<file path="config.mk">
export PLATFORM = sky130hd
export DESIGN_NAME = ring_seq_ctrl
export DESIGN_NICKNAME = d
export VERILOG_FILES = /design/src/rtl/ring_ctrl_pkg.sv /design/src/rtl/ring_tick_gen.sv /design/src/rtl/ring_seq_ctrl.sv
export SDC_FILE = /design/constraint.sdc
export NUM_CORES = 1
export LEC_CHECK = 0
export ABC_AREA = 1
export BUFFER_PORTS_ARGS = -buffer_cell sky130_fd_sc_hd__buf_2
export CORE_AREA = 8 8 57 59
export DETAILED_ROUTE_END_ITERATION = 16
export DIE_AREA = 0 0 65 67
export PLACE_DENSITY = 0.65
export SETUP_SLACK_MARGIN = 0.5
export SYNTH_ARGS = -nofsm -noshare
export SYNTH_HDL_FRONTEND = slang
export SYNTH_HIERARCHICAL = 1
export SYNTH_SLANG_ARGS = --single-unit
</file>
<file path="constraint.sdc">
create_clock -name mclk -period 3.8 [get_ports mclk]
set_input_delay 0 -clock mclk [delete_from_list [all_inputs] [get_ports mclk]]
set_output_delay 0 -clock mclk [all_outputs]
set_load 0.02 [all_outputs]
</file>
<file path="src/rtl/ring_ctrl_pkg.sv">
// ============================================================================
// Module   : ring_ctrl_pkg
// Brief    : Shared FSM state type and default sizing for the ring sequencer.
// Revision : 1.0 - initial release
// ============================================================================
`default_nettype none

package ring_ctrl_pkg;

  localparam int unsigned C_DEF_WIDTH = 4;
  localparam int unsigned C_DEF_DIV_W = 8;

  typedef enum logic [1:0] {
    ST_IDLE  = 2'd0,
    ST_RUN   = 2'd1,
    ST_PAUSE = 2'd2
  } state_t;

endpackage

`default_nettype wire

</file>
<file path="src/rtl/ring_tick_gen.sv">
// ============================================================================
// Module   : ring_tick_gen
// Brief    : Prescaler producing a terminal-count strobe every div_ratio+1
//            running cycles; clears on i_clear, holds when not running.
// Revision : 1.0 - initial release
// ============================================================================
`default_nettype none

module ring_tick_gen #(
  parameter int DIV_W = 8
) (
  input  logic             mclk,
  input  logic             rst,
  input  logic             i_run,
  input  logic             i_clear,
  input  logic [DIV_W-1:0] i_div_ratio,
  output logic             o_tc
);

  localparam logic [DIV_W-1:0] C_ONE = {{(DIV_W-1){1'b0}}, 1'b1};

  logic [DIV_W-1:0] r_count;
  logic             w_at_term;

  // >= rather than == so a ratio lowered below the live count ends the period now
  assign w_at_term = (r_count >= i_div_ratio);
  assign o_tc      = i_run & w_at_term;

  always_ff @(posedge mclk) begin
    if (!rst) begin
      r_count <= '0;
    end else if (i_clear) begin
      r_count <= '0;
    end else if (o_tc) begin
      r_count <= '0;
    end else if (i_run) begin
      r_count <= r_count + C_ONE;
    end
  end

endmodule

`default_nettype wire

</file>
<file path="src/rtl/ring_seq_ctrl.sv">
// ============================================================================
// Module   : ring_seq_ctrl
// Brief    : One-hot ring counter sequencer with IDLE/RUN/PAUSE control,
//            prescaled rotation, single-step and wrap detection.
//            Optional macro RING_REVERSE_EN enables right rotation via dir.
// Revision : 1.0 - initial release
// ============================================================================
`default_nettype none

module ring_seq_ctrl
  import ring_ctrl_pkg::*;
#(
  parameter int WIDTH = C_DEF_WIDTH,
  parameter int DIV_W = C_DEF_DIV_W
) (
  input  logic             mclk,
  input  logic             rst,
  input  logic             start,
  input  logic             stop,
  input  logic             step,
  input  logic             dir,
  input  logic [DIV_W-1:0] div_ratio,
  output logic [WIDTH-1:0] ring,
  output logic             tick,
  output logic             busy,
  output logic             wrap
);

  localparam logic [WIDTH-1:0] C_LSB_ONLY = {{(WIDTH-1){1'b0}}, 1'b1};
  localparam logic [WIDTH-1:0] C_MSB_ONLY = {1'b1, {(WIDTH-1){1'b0}}};

  state_t           r_state;
  state_t           w_state_nxt;
  logic             r_rst_dly;
  logic             w_start_ok;
  logic             w_step_ok;
  logic             w_restore;
  logic             w_tc;
  logic             w_rotate;
  logic             w_wrap_hit;
  logic [WIDTH-1:0] w_rot_left;
  logic [WIDTH-1:0] w_rot_val;
  logic [WIDTH-1:0] r_ring;
  logic             r_tick;
  logic             r_wrap;

  // A start coinciding with the first edge out of reset is dropped
  assign w_start_ok = start & ~r_rst_dly;

  always_ff @(posedge mclk) begin
    if (!rst) begin
      r_state   <= ST_IDLE;
      r_rst_dly <= 1'b1;
    end else begin
      r_state   <= w_state_nxt;
      r_rst_dly <= 1'b0;
    end
  end

  always_comb begin
    w_state_nxt = r_state;
    w_step_ok   = 1'b0;
    w_restore   = 1'b0;
    busy        = 1'b0;
    case (r_state)
      ST_IDLE: begin
        if (stop) begin
          w_state_nxt = ST_IDLE;
        end else if (w_start_ok) begin
          w_state_nxt = ST_RUN;
        end else if (step) begin
          w_step_ok = 1'b1;
        end
      end
      ST_RUN: begin
        busy = 1'b1;
        if (stop) begin
          w_state_nxt = ST_PAUSE;
        end
      end
      ST_PAUSE: begin
        if (stop) begin
          w_state_nxt = ST_IDLE;
          w_restore   = 1'b1;
        end else if (w_start_ok) begin
          w_state_nxt = ST_RUN;
        end else if (step) begin
          w_step_ok = 1'b1;
        end
      end
      default: begin
        w_state_nxt = ST_IDLE;
      end
    endcase
  end

  ring_tick_gen #(
    .DIV_W (DIV_W)
  ) u_tick_gen (
    .mclk        (mclk),
    .rst         (rst),
    .i_run       (r_state == ST_RUN),
    .i_clear     (r_state == ST_IDLE),
    .i_div_ratio (div_ratio),
    .o_tc        (w_tc)
  );

  assign w_rotate   = w_tc | w_step_ok;
  assign w_rot_left = {r_ring[WIDTH-2:0], r_ring[WIDTH-1]};

`ifdef RING_REVERSE_EN
  logic [WIDTH-1:0] w_rot_right;
  assign w_rot_right = {r_ring[0], r_ring[WIDTH-1:1]};
  assign w_rot_val   = dir ? w_rot_right : w_rot_left;
  assign w_wrap_hit  = dir ? (r_ring == C_LSB_ONLY) : (r_ring == C_MSB_ONLY);
`else
  logic w_unused_dir;
  assign w_unused_dir = dir;
  assign w_rot_val    = w_rot_left;
  assign w_wrap_hit   = (r_ring == C_MSB_ONLY);
`endif

  always_ff @(posedge mclk) begin
    if (!rst) begin
      r_ring <= C_LSB_ONLY;
      r_tick <= 1'b0;
      r_wrap <= 1'b0;
    end else begin
      r_tick <= w_tc;
      r_wrap <= w_rotate & w_wrap_hit;
      if (w_restore) begin
        r_ring <= C_LSB_ONLY;
      end else if (w_rotate) begin
        r_ring <= w_rot_val;
      end
    end
  end

  assign ring = r_ring;
  assign tick = r_tick;
  assign wrap = r_wrap;

endmodule

`default_nettype wire

</file>
# Word-level counts from Yosys, hierarchy flattened

Cells that the tools add are included.

Register bits after elaboration: 17
Latch bits: 0
Bits in writable memories: 0
Memory bits (read-only): 0
Bits of input ports: 14
Output and inout port bits: 7
Memories kept: 0

$add $sub $neg: 1
Multipliers: 0
Divide/modulo/power cells: 0
Order comparisons: 1
Equal/unequal tests: 5
Shifts and indexed selects: 0
Muxes and demuxes: 12
Bitwise gates (word level): 6
Reduce and logical (&&, ||, !) cells: 5

Operator list:

| cell                                                 | count |
|---|---|
| adder 8 x 1 -> 8 bit (second input constant)         | 1 |
| >= comparator 8 bit                                  | 1 |
| 2-to-1 mux 1 bit                                     | 8 |
| 2-to-1 mux 2 bit                                     | 3 |
| equality test 4 bit (second input constant)          | 1 |
| one-hot mux 2 bit (2 select lines)                   | 1 |
| OR reduction 2 bit                                   | 2 |
| bitwise AND 1 bit                                    | 3 |
| != test 3 x 1 -> 1 bit (second input constant)       | 1 |
| OR reduction 3 bit                                   | 1 |
| equality test 2 x 1 -> 1 bit (second input constant) | 1 |
| equality test 2 bit (second input constant)          | 1 |
| zero test 2 bit                                      | 1 |
| != test 2 bit (second input constant)                | 1 |
| inverter 1 bit                                       | 2 |
| AND reduction 2 bit                                  | 1 |
| bitwise OR 1 bit                                     | 1 |

# Longest topological paths before layout

Gate-level depths: netlist of the first run.

Word-level depth: 7
Mapped depth: 15

# Cells and area by module

The synthesis of the first run kept the hierarchy.

By module, submodules not included:

| module        | instances | cells each | area an instance (um^2) | seq. area each (um^2) |
|---|---|---|---|---|
| ring_tick_gen | 1         | 85         | 631.9                   | 160.2 |
| ring_seq_ctrl | 1         | 52         | 382.9                   | 180.2 |

# Worst setup path after synthesis of the first run

OpenSTA, ideal clock, no wires.

Path type: register to register
Start: reg u_tick_gen.r_count[3]
End: reg r_ring[0] (netlist: ring[0])
Data arrival time: 1.394 ns
Required time: 3.678 ns
Slack: 2.284 ns
Cell stages (with the launch flop): 14
Buffers on the path: 0
Clock period less this slack: 1.516 ns
Cell sequence: dfxtp_1 ha_1 nand2_1 inv_1 nand2_1 nand2_1 nand2_1 nand3_1 nand2_2 inv_1 inv_4 nand2_1 nand2_1 nand3_1

Cells in the longest elaborated chain, start to end: 3

Ends and longest elaborated chain:

| what                     | RTL line             | text |
|---|---|---|
| start: declaration       | ring_tick_gen.sv:22  | `logic [DIV_W-1:0] r_count;` |
| start signal: assignment | ring_tick_gen.sv:37  | `r_count <= r_count + C_ONE;` |
| >= comparator 8 bit      | ring_tick_gen.sv:26  | `assign w_at_term = (r_count >= i_div_ratio);` |
| bitwise AND 1 bit        | ring_tick_gen.sv:27  | `assign o_tc = i_run & w_at_term;` |
| net w_tc                 | ring_seq_ctrl.sv:38  | `logic w_tc;` |
| bitwise OR 1 bit         | ring_seq_ctrl.sv:108 | `assign w_rotate = w_tc \| w_step_ok;` |
| end signal: assignment   | ring_seq_ctrl.sv:134 | `r_ring <= w_rot_val;` |
| end: declaration         | ring_seq_ctrl.sv:43  | `logic [WIDTH-1:0] r_ring;` |

The timed path passes the listed nets, and every way through them passes these cells.
A chain may end at the register's enable or synchronous reset.

# Worst setup path in the final report of the first run

Ends and elaborated chain as after synthesis.

==> results.ini, run 1 <==
[critical_path]
end_kind=flop
critPathLaunchType=flop
r2r_setup_slack_ps=2080
arrival_ps=1900
ff2ff_path_depth=13
endpoint=ring[0]
r2r_end=ring[0]
critical_path.startpoint=u_tick_gen/r_count[3]
worstReg2RegStart=u_tick_gen/r_count[3]
crit_fanout=8
critPathKind=reg2reg
crit_required_ps=3990

[outcome]
status=finished, final reports clean

[job]
drv_cap=0

[drt]
first_pass_iters=4
drc=0
vias=877
wl_per_cell_um=10.2
drt-total-wl_um=1960
vias_per_cell=4.57
drt_iter0_drc=19
antenna_left=0

[layout]
layout_common_cells=24 x nand2_1, 23 x inv_1, 19 x buf_2
multi_input_area_um2=559
seq_area_um2=340
final_common_cell=nand2_1
nets=186
fillers=249
post_route_cells_drive_above_1_share=0.241
synthToLayoutAreaGrowth_pct=17.6
design_area_mm2=0.00119
diodes=0

[synthesis]
ys_ff_latch=17
yosys_warnings=6
synth_nets=160
synth.top_cell.area_share=0.335
yosysTopAreaCell=dfxtp_1
synth_cells=137
syn_area_mm2=0.00101
ys_types=24
yosysSeqAreaShare=0.335
syn_avg_cell_area_um2=7.41
synth_area_leaders=dfxtp_1 34%, ha_1 11%, nand2_1 8.9%

[floorplan]
dieArea_mm2=0.00436
chipHeight_um=67
initial_core_util=0.429
rows=18
core_mm2=0.00236
die_w_um=65
ios=21

[sta]
hold_viol=0
tightest_slew_ps=234
slew-limit-headroom=0.844
period_share=0.452
rsz0062_at_grt=no
max_freq_mhz=582
period_minus_slack_ps=1720
finalSetupViolCount=0
fin_skew_ps=3.24
fin_setup_tns_ps=0
final_max_slew_viol_count=0

[clock_network]
clkLatencyLatePin_ps=290
post-cts-setup-buffers=0
cts.path.max_buffers=2
clock_sinks=17
cts_resized=0
cts_buffers=3
cts_hold_buf=3
cts_tree=done
path_clk_slew_ps=100
cts_root_buf=clkbuf_4
h-tree-depth=1

[power]
combPwrFrac=0.131
swShare=0.260
seq_power_share=0.574
leakage_nw=0.624
p_int_mw=0.239
irDropWorstVdd_v=0.000195
clkPwrFrac=0.295
powerDensity_mw_per_mm2=271
power.switching_mw=0.0840

[grt]
grt_max_degree=11
antenna_found_initial=0
grt_pass1_vias=828
grt_pass1_wl_um=3320
grt.overflow.total=0
track_usage=0.0955

[placed_design]
hpwl_um=1590
io_buffers=19
gp_congestion=0.749
place_area_mm2=0.00114

[worst_hold_path]
hp-class=in2reg

layer usage:
metal  global-route usage  share of wire  routed length (um)  up-vias
met4               0.0572          0.018                  35        0
met5                    0              0                   0        -
li1                     -              -                   -      476
met2                0.165           0.49                 961       15
met1                0.104           0.45                 880      382
met3               0.0235          0.040                  79        4
worst max-delay path, cell delays in order (launching register included):
cell	delay [ps]
dfxtp_1	460
ha_1	300
nand2_1	70
inv_1	40
nand2_1	50
nand2_1	50
nand2_1	50
nand3_1	90
nand2_2	100
inv_1	80
inv_4	90
nand2_1	60
nand2_1	100
nand3_1	70
layout make-up:
cell class / instances / share of cell area
repair buffers: 22 / 0.105
multi-input cells: 92 / 0.469
flip-flops and latches: 17 / 0.285
clock inverters: 1 / 0.00419
clock buffers: 3 / 0.0189
inverters: 27 / 0.0870
well taps: 30 / 0.0314
kinds of logic (layout without fill, tap and decap cells):
group                      count (synthesis)  count (layout)  share of synthesized area
AOI/OAI and AO/OA                          9               9                     0.0493
xor gates and xnor gates                   6               6                     0.0518
buffers and inverters                     28              53                      0.113
DFF                                       17              17                      0.335
muxes                                      1               1                    0.00986
adders and majority gates                  9               9                      0.111
and+or+nand+nor                           67              67                      0.329
how the worst min path moves through the flow:
stage	from	to	cells past startpoint	slack (ps)
finish	start	r_state[1]	4	60
global placement	stop	r_state[0]	2	220
detailed placement	stop	r_state[0]	2	240
floorplan	stop	r_state[0]	1	80
CTS	start	r_state[1]	4	60
global route	start	r_state[1]	4	90
power by group through the flow:
stage / Clock, mW / Combinational [mW] / Sequential (mW)
3_3_place_gp: 0 / 0.0391 / 0.189
3_5_place_dp: 0 / 0.0408 / 0.190
4_1_cts: 0.100 / 0.0431 / 0.185
6_report: 0.0954 / 0.0423 / 0.185
5_1_grt: 0.104 / 0.0480 / 0.186
2_1_floorplan: 0 / 0.0229 / 0.193
metrics by stage:
| stage | power, mW | setup WS, ps | cells | hold WS (ps) | util |
|---|---|---|---|---|---|
| after floorplan | 0.216 | 2280 | 137 | 78.5 | - |
| after global placement | 0.228 | 2110 | 185 | 223 | 0.480 |
| after detailed placement | 0.230 | 2070 | 185 | 240 | 0.480 |
| after CTS | 0.329 | 2060 | 192 | 56.6 | 0.505 |
| after global routing | 0.338 | 1910 | 192 | 85.8 | 0.505 |
| final | 0.323 | 2080 | 192 | 64.1 | 0.505 |
synth_stat cells:
library cell   n
nand3_4        1
inv_2          2
nand3_1       11
inv_4          1
nand3_2        1
clkinv_1       1
nor2_1        17
nor2_4         1
xor2_1         3
nand4_2        1
mux2i_1        1
xnor2_1        3
a21o_1         1
dfxtp_1       17
nand4_1        2
nand2_4        1
ha_1           9
inv_1         23
nand2_2        3
a21oi_1        7
buf_6          1
nor2_2         5
a211oi_1       1
nand2_1       24
sequential cells by signal, indices dropped and copies added (netlist names):
| register | cells |
|---|---|
| u_tick_gen/r_count | 8 |
| ring | 4 |
| r_state | 2 |
| r_rst_dly | 1 |
| wrap | 1 |
| tick | 1 |
(Power assumes the default switching activity.)
==> run 2: changes to the inputs <==
- clock period: 3.8 -> 1.6 ns (I/O delays scaled with it)
==> run 2 against run 1 <==
  * Combinational power rose to 3.3 times the previous value
  * Sequential power up 130%
  * Worst hold slack better by 84 ps
  * Clock-buffer cell count unchanged
  * Non-clock buffer count up 18
  * Worst setup slack worse by 2000 ps
  * Critical path depth down 2
  * First-iteration DRC count up 5.3%
  * Via count up 12%
  * Core utilization up 16 points
  * Critical path type unchanged
  * Critical endpoint is now ring[2]
  * Highest routed layer unchanged
==> results.ini, run 2 (synthesized netlist as in run 1, its figures left out) <==
[outcome]
status=finished, final reports clean

[drt]
met3_length_um=120
vias_per_cell=4.66
first_pass_iters=4
wirelength_met1_um=1010
drt_iter0_drc=20
vias=984
topRoutingLayerUsed=met4
antenna_left=0
wl_per_cell_um=11.3
drt-total-wl_um=2390
drc=0
met2_length_um=1240

[sta]
max_freq_mhz=659
period_share=0.949
period_minus_slack_ps=1520
slew-limit-headroom=0.775
tightest_slew_ps=336
rsz0062_at_grt=yes
final_max_slew_viol_count=0
whs_ps=148
hold_viol=0
fin_skew_ps=8.14
finalSetupViolCount=0

[clock_network]
cts_tree=done
cts.path.max_buffers=2
h-tree-depth=1
path_clk_slew_ps=100
clkLatencyLatePin_ps=290
cts_buffers=3
cts_root_buf=clkbuf_4
clock_sinks=17

[power]
leakage_nw=0.743
combPwrFrac=0.173
powerDensity_mw_per_mm2=511
p_int_mw=0.579
fin_total_pwr_mw=0.800
swShare=0.276
seq_power_share=0.542
irDropWorstVdd_v=0.000486
clkPwrFrac=0.284
power.switching_mw=0.221

[critical_path]
cpPeakStageDelay_ps=370
crit_fanout=8
cp.depth=11
path_buf_inv=2
r2r_end=ring[2]
crit_slowest_cell=dfxtp_4
critPathKind=reg2reg
crit_required_ps=1830
arrival_ps=1750
critPathLaunchType=flop
ff2ff_path_depth=11
crit_family=simple AND/OR/NAND/NOR gates
end_kind=flop
worstReg2RegStart=u_tick_gen/r_count[6]
r2r_setup_slack_ps=80
path_cells=ha_4 > nand2_2 > nor2_4 > nand4_1 > nand3_2 > nand2_2 > inv_2 > clkinv_4 > nand3_2 > nand2_1 > nor2_1

[placed_design]
io_buffers=19
hpwl_um=1620
place_area_mm2=0.00124
gp_congestion=0.737

[grt]
grt_pass1_wl_um=3810
track_usage=0.107
grt_max_degree=11
grt.overflow.total=0
antenna_found_initial=0
grt_pass1_vias=943

[worst_hold_path]
hold-path-endpoint=ring[1]
hp-class=in2reg
hold_start=step
holdPathStages=4

[layout]
post_route_cells_drive_above_1_share=0.564
layout_common_cells=20 x inv_1, 18 x buf_2, 17 x buf_4
synthToLayoutAreaGrowth_pct=54.1
nets=205
design_area_mm2=0.00156
diodes=0
largest_reg_flops=8
final_common_cell=inv_1
top_register=u_tick_gen/r_count

[floorplan]
dieArea_mm2=0.00436
core_mm2=0.00236
initial_core_util=0.429
die_w_um=65
chipHeight_um=67
ios=21
rows=18

[job]
drv_cap=0

-- run 2: what timing repair did --
action,CTS,global route
hold buffers,3,0
endpoints found under the setup margin,15,15
resized for setup,14,32
cloned,0,1
setup buffers,4,11
pin swaps,12,14
endpoints found under the hold margin,4,0
-- run 2: layer usage --
| metal | vias up | GRT usage |
|---|---|---|
| met2 | 18 | 0.196 |
| li1 | 518 | - |
| met3 | 2 | 0.0252 |
| met5 | - | 0 |
| met1 | 446 | 0.113 |
| met4 | 0 | 0.0490 |
-- run 2: final cells by class --
cell class	instances	area, um2
fillers	209	801
multi-input cells	92	744
flip-flops and latches	17	365
repair buffers	40	270
inverters	27	114
well taps	30	37.5
clock buffers	3	22.5
clock inverters	1	5.00
repair inverters	1	5.00
-- run 2: worst max-delay path by stage --
stage / from / end / slack (ps)
2_1_floorplan: u_tick_gen/r_count[5] / ring[1] / 180
3_3_place_gp: u_tick_gen/r_count[5] / ring[3] / 60
3_5_place_dp: u_tick_gen/r_count[6] / ring[2] / 10
4_1_cts: u_tick_gen/r_count[5] / ring[0] / 80
5_1_grt: u_tick_gen/r_count[1] / ring[2] / -30
6_report: u_tick_gen/r_count[6] / ring[2] / 80
-- run 2: power groups by stage --
stage / registers [mW] / logic [mW] / clock network (mW)
floorplan: 0.456 / 0.0605 / 0
global placement: 0.448 / 0.0995 / 0
detailed placement: 0.449 / 0.104 / 0
CTS: 0.435 / 0.116 / 0.236
global route: 0.435 / 0.156 / 0.245
finish: 0.434 / 0.139 / 0.227
-- run 2: worst reg2reg max path: cells and delay by family (launching register included) --
| family | cells | cell delay (ps) |
|---|---|---|
| buffers and inverters | 2 | 190 |
| flip-flops | 1 | 370 |
| AND/OR/NAND/NOR | 8 | 650 |
| adder cells (fa/ha/maj) | 1 | 260 |
-- run 2: metrics by stage --
step,cells,setup slack [ps],TNS (ps),util
4_1_cts,199,82.5,0,0.582
3_5_place_dp,188,10.5,0,0.523
2_1_floorplan,137,183,0,-
3_3_place_gp,188,58.1,0,0.523
6_report,211,82.3,0,0.661
5_1_grt,211,-33.0,-123,0.661
==> run 3: changes to the inputs <==
- clock period: 1.6 -> 1.4 ns (I/O delays scaled with it)
==> run 3 against run 2 <==
  * The flow now finishes with violations (negative setup slack)
  * First-iteration DRC count increased by 5.0%
  * Sequential share of layout area decreased by 0.36 points
  * Critical endpoint is now ring[0]
  * Die area unchanged
  * Final area decreased by 0.16%
  * Combinational power increased by 19%
  * Flip-flop and latch count unchanged
  * Critical path type unchanged
  * Largest power group unchanged
==> results.ini, run 3 (synthesized netlist as in run 1, its figures left out) <==
[power]
powerDensity_mw_per_mm2=597
leakage_nw=0.730
fin_total_pwr_mw=0.932
seq_power_share=0.542
irDropWorstVdd_v=0.000514
clkPwrFrac=0.279
combPwrFrac=0.178
p_int_mw=0.676
swShare=0.275
power.switching_mw=0.256

[grt]
antenna_found_initial=0
grt.overflow.total=0
grt_use_met2=0.219
globalRouteMet1Util=0.105
grt_max_degree=11
grt_pass1_wl_um=3890
track_usage=0.111
busiest_layer=met2
grt_pass1_vias=987
met3_usage=0.0302

[sta]
slew-limit-headroom=0.778
finalSetupViolCount=14
tightest_slew_ps=332
final_max_slew_viol_count=0
period_minus_slack_ps=1500
finalWorstSetupSlack_ps=-101
fin_skew_ps=6.38
hold_viol=0
rsz0062_at_grt=yes
whs_ps=21.0
max_freq_mhz=666
period_share=1.07

[drt]
vias=982
drt_iter0_drc=21
antenna_left=0
drt-total-wl_um=2430
wl_per_cell_um=11.6
drc=0
first_pass_iters=4
vias_per_cell=4.70

[critical_path]
crit_required_ps=1580
crit_fanout=8
r2r_end=ring[0]
worstReg2RegStart=u_tick_gen/r_count[5]
cpMostUsedCell=nand3_2
arrival_ps=1680
r2r_setup_slack_ps=-100
cpPeakStageDelay_ps=350
critPathKind=reg2reg
critPathLaunchType=flop
path_cells=ha_4 > nand2_4 > nor2_4 > nand4_1 > nand3_2 > nand2_2 > inv_2 > clkinv_4 > nand3_1 > nand3_2
crit_slowest_cell=dfxtp_2
end_kind=flop
ff2ff_path_depth=10

[clock_network]
clkLatencyLatePin_ps=290
path_clk_slew_ps=100
cts_buffers=3
h-tree-depth=1
cts_root_buf=clkbuf_4
cts.path.max_buffers=2
clock_sinks=17
cts_tree=done

[placed_design]
io_buffers=19
gp_congestion=0.773
hpwl_um=1720
pre_cts_ws_ps=-150
dp_cells=195

[worst_hold_path]
hold-path-endpoint=r_state[1]
hp-class=in2reg
hold_start=stop
holdPathStages=4

[floorplan]
dieArea_mm2=0.00436
rows=18
core_mm2=0.00236
die_w_um=65
ios=21
initial_core_util=0.429
chipHeight_um=67

[layout]
stdcell_count=209
seq_area_um2=359
nets=203
top_register=u_tick_gen/r_count
largest_reg_flops=8
post_route_cells_drive_above_1_share=0.587
diodes=0
synthToLayoutAreaGrowth_pct=53.9
layout_common_cells=18 x inv_1, 18 x buf_2, 16 x buf_4
fillers=207
multi_input_area_um2=762

[outcome]
violations=negative setup slack
status=finished, violations left

[job]
drv_cap=0

[run 3: layer usage]
layer / vias up / wire [um]
li1: 507 / -
met1: 455 / 957
met2: 16 / 1320
met3: 4 / 120
met4: 0 / 28
met5: - / 0
[run 3: through the flow]
stage                     TNS (ps)  cell area [um2]  utilization
after CTS                     -823             1440        0.610
after floorplan              -60.2             1090            -
after detailed placement      -617             1290        0.546
after global routing         -1880             1560        0.660
after global placement        -565             1290        0.546
final                         -640             1560        0.660
[run 3: power groups by stage]
stage,clock (mW),sequential [mW],combinational (mW)
after floorplan,0,0.521,0.0692
after global placement,0,0.512,0.117
after detailed placement,0,0.513,0.121
after CTS,0.267,0.503,0.143
after global routing,0.282,0.507,0.185
final,0.260,0.505,0.166
[run 3: worst max-delay path by stage]
stage	start	endpoint	slack [ps]
global route	u_tick_gen/r_count[5]	ring[0]	-200
detailed placement	u_tick_gen/r_count[5]	ring[3]	-150
global placement	u_tick_gen/r_count[5]	ring[2]	-140
finish	u_tick_gen/r_count[5]	ring[0]	-100
floorplan	u_tick_gen/r_count[5]	ring[1]	-20
CTS	u_tick_gen/r_count[6]	ring[0]	-90
[run 3: layout make-up]
type | instances | area share
clock buffers | 3 | 0.0144
clock inverters | 1 | 0.00321
inverters | 27 | 0.0729
multi-input cells | 92 | 0.488
flip-flops and latches | 17 | 0.230
well taps | 30 | 0.0240
repair buffers | 39 | 0.167
[run 3: critical path, delay by kind of cell, from the launching register on]
family                     cells  cell delay [ps]
and+or+nand+nor                7              590
buffers and inverters          2              170
DFF                            1              350
adders and majority gates      1              280
[run 3: timing repair]
item,in CTS,in global routing
hold buffers,4,0
buffers inserted,4,2
setup endpoints to repair,16,18
resized for setup,15,32
hold endpoints to repair,4,0
pin swaps,15,14
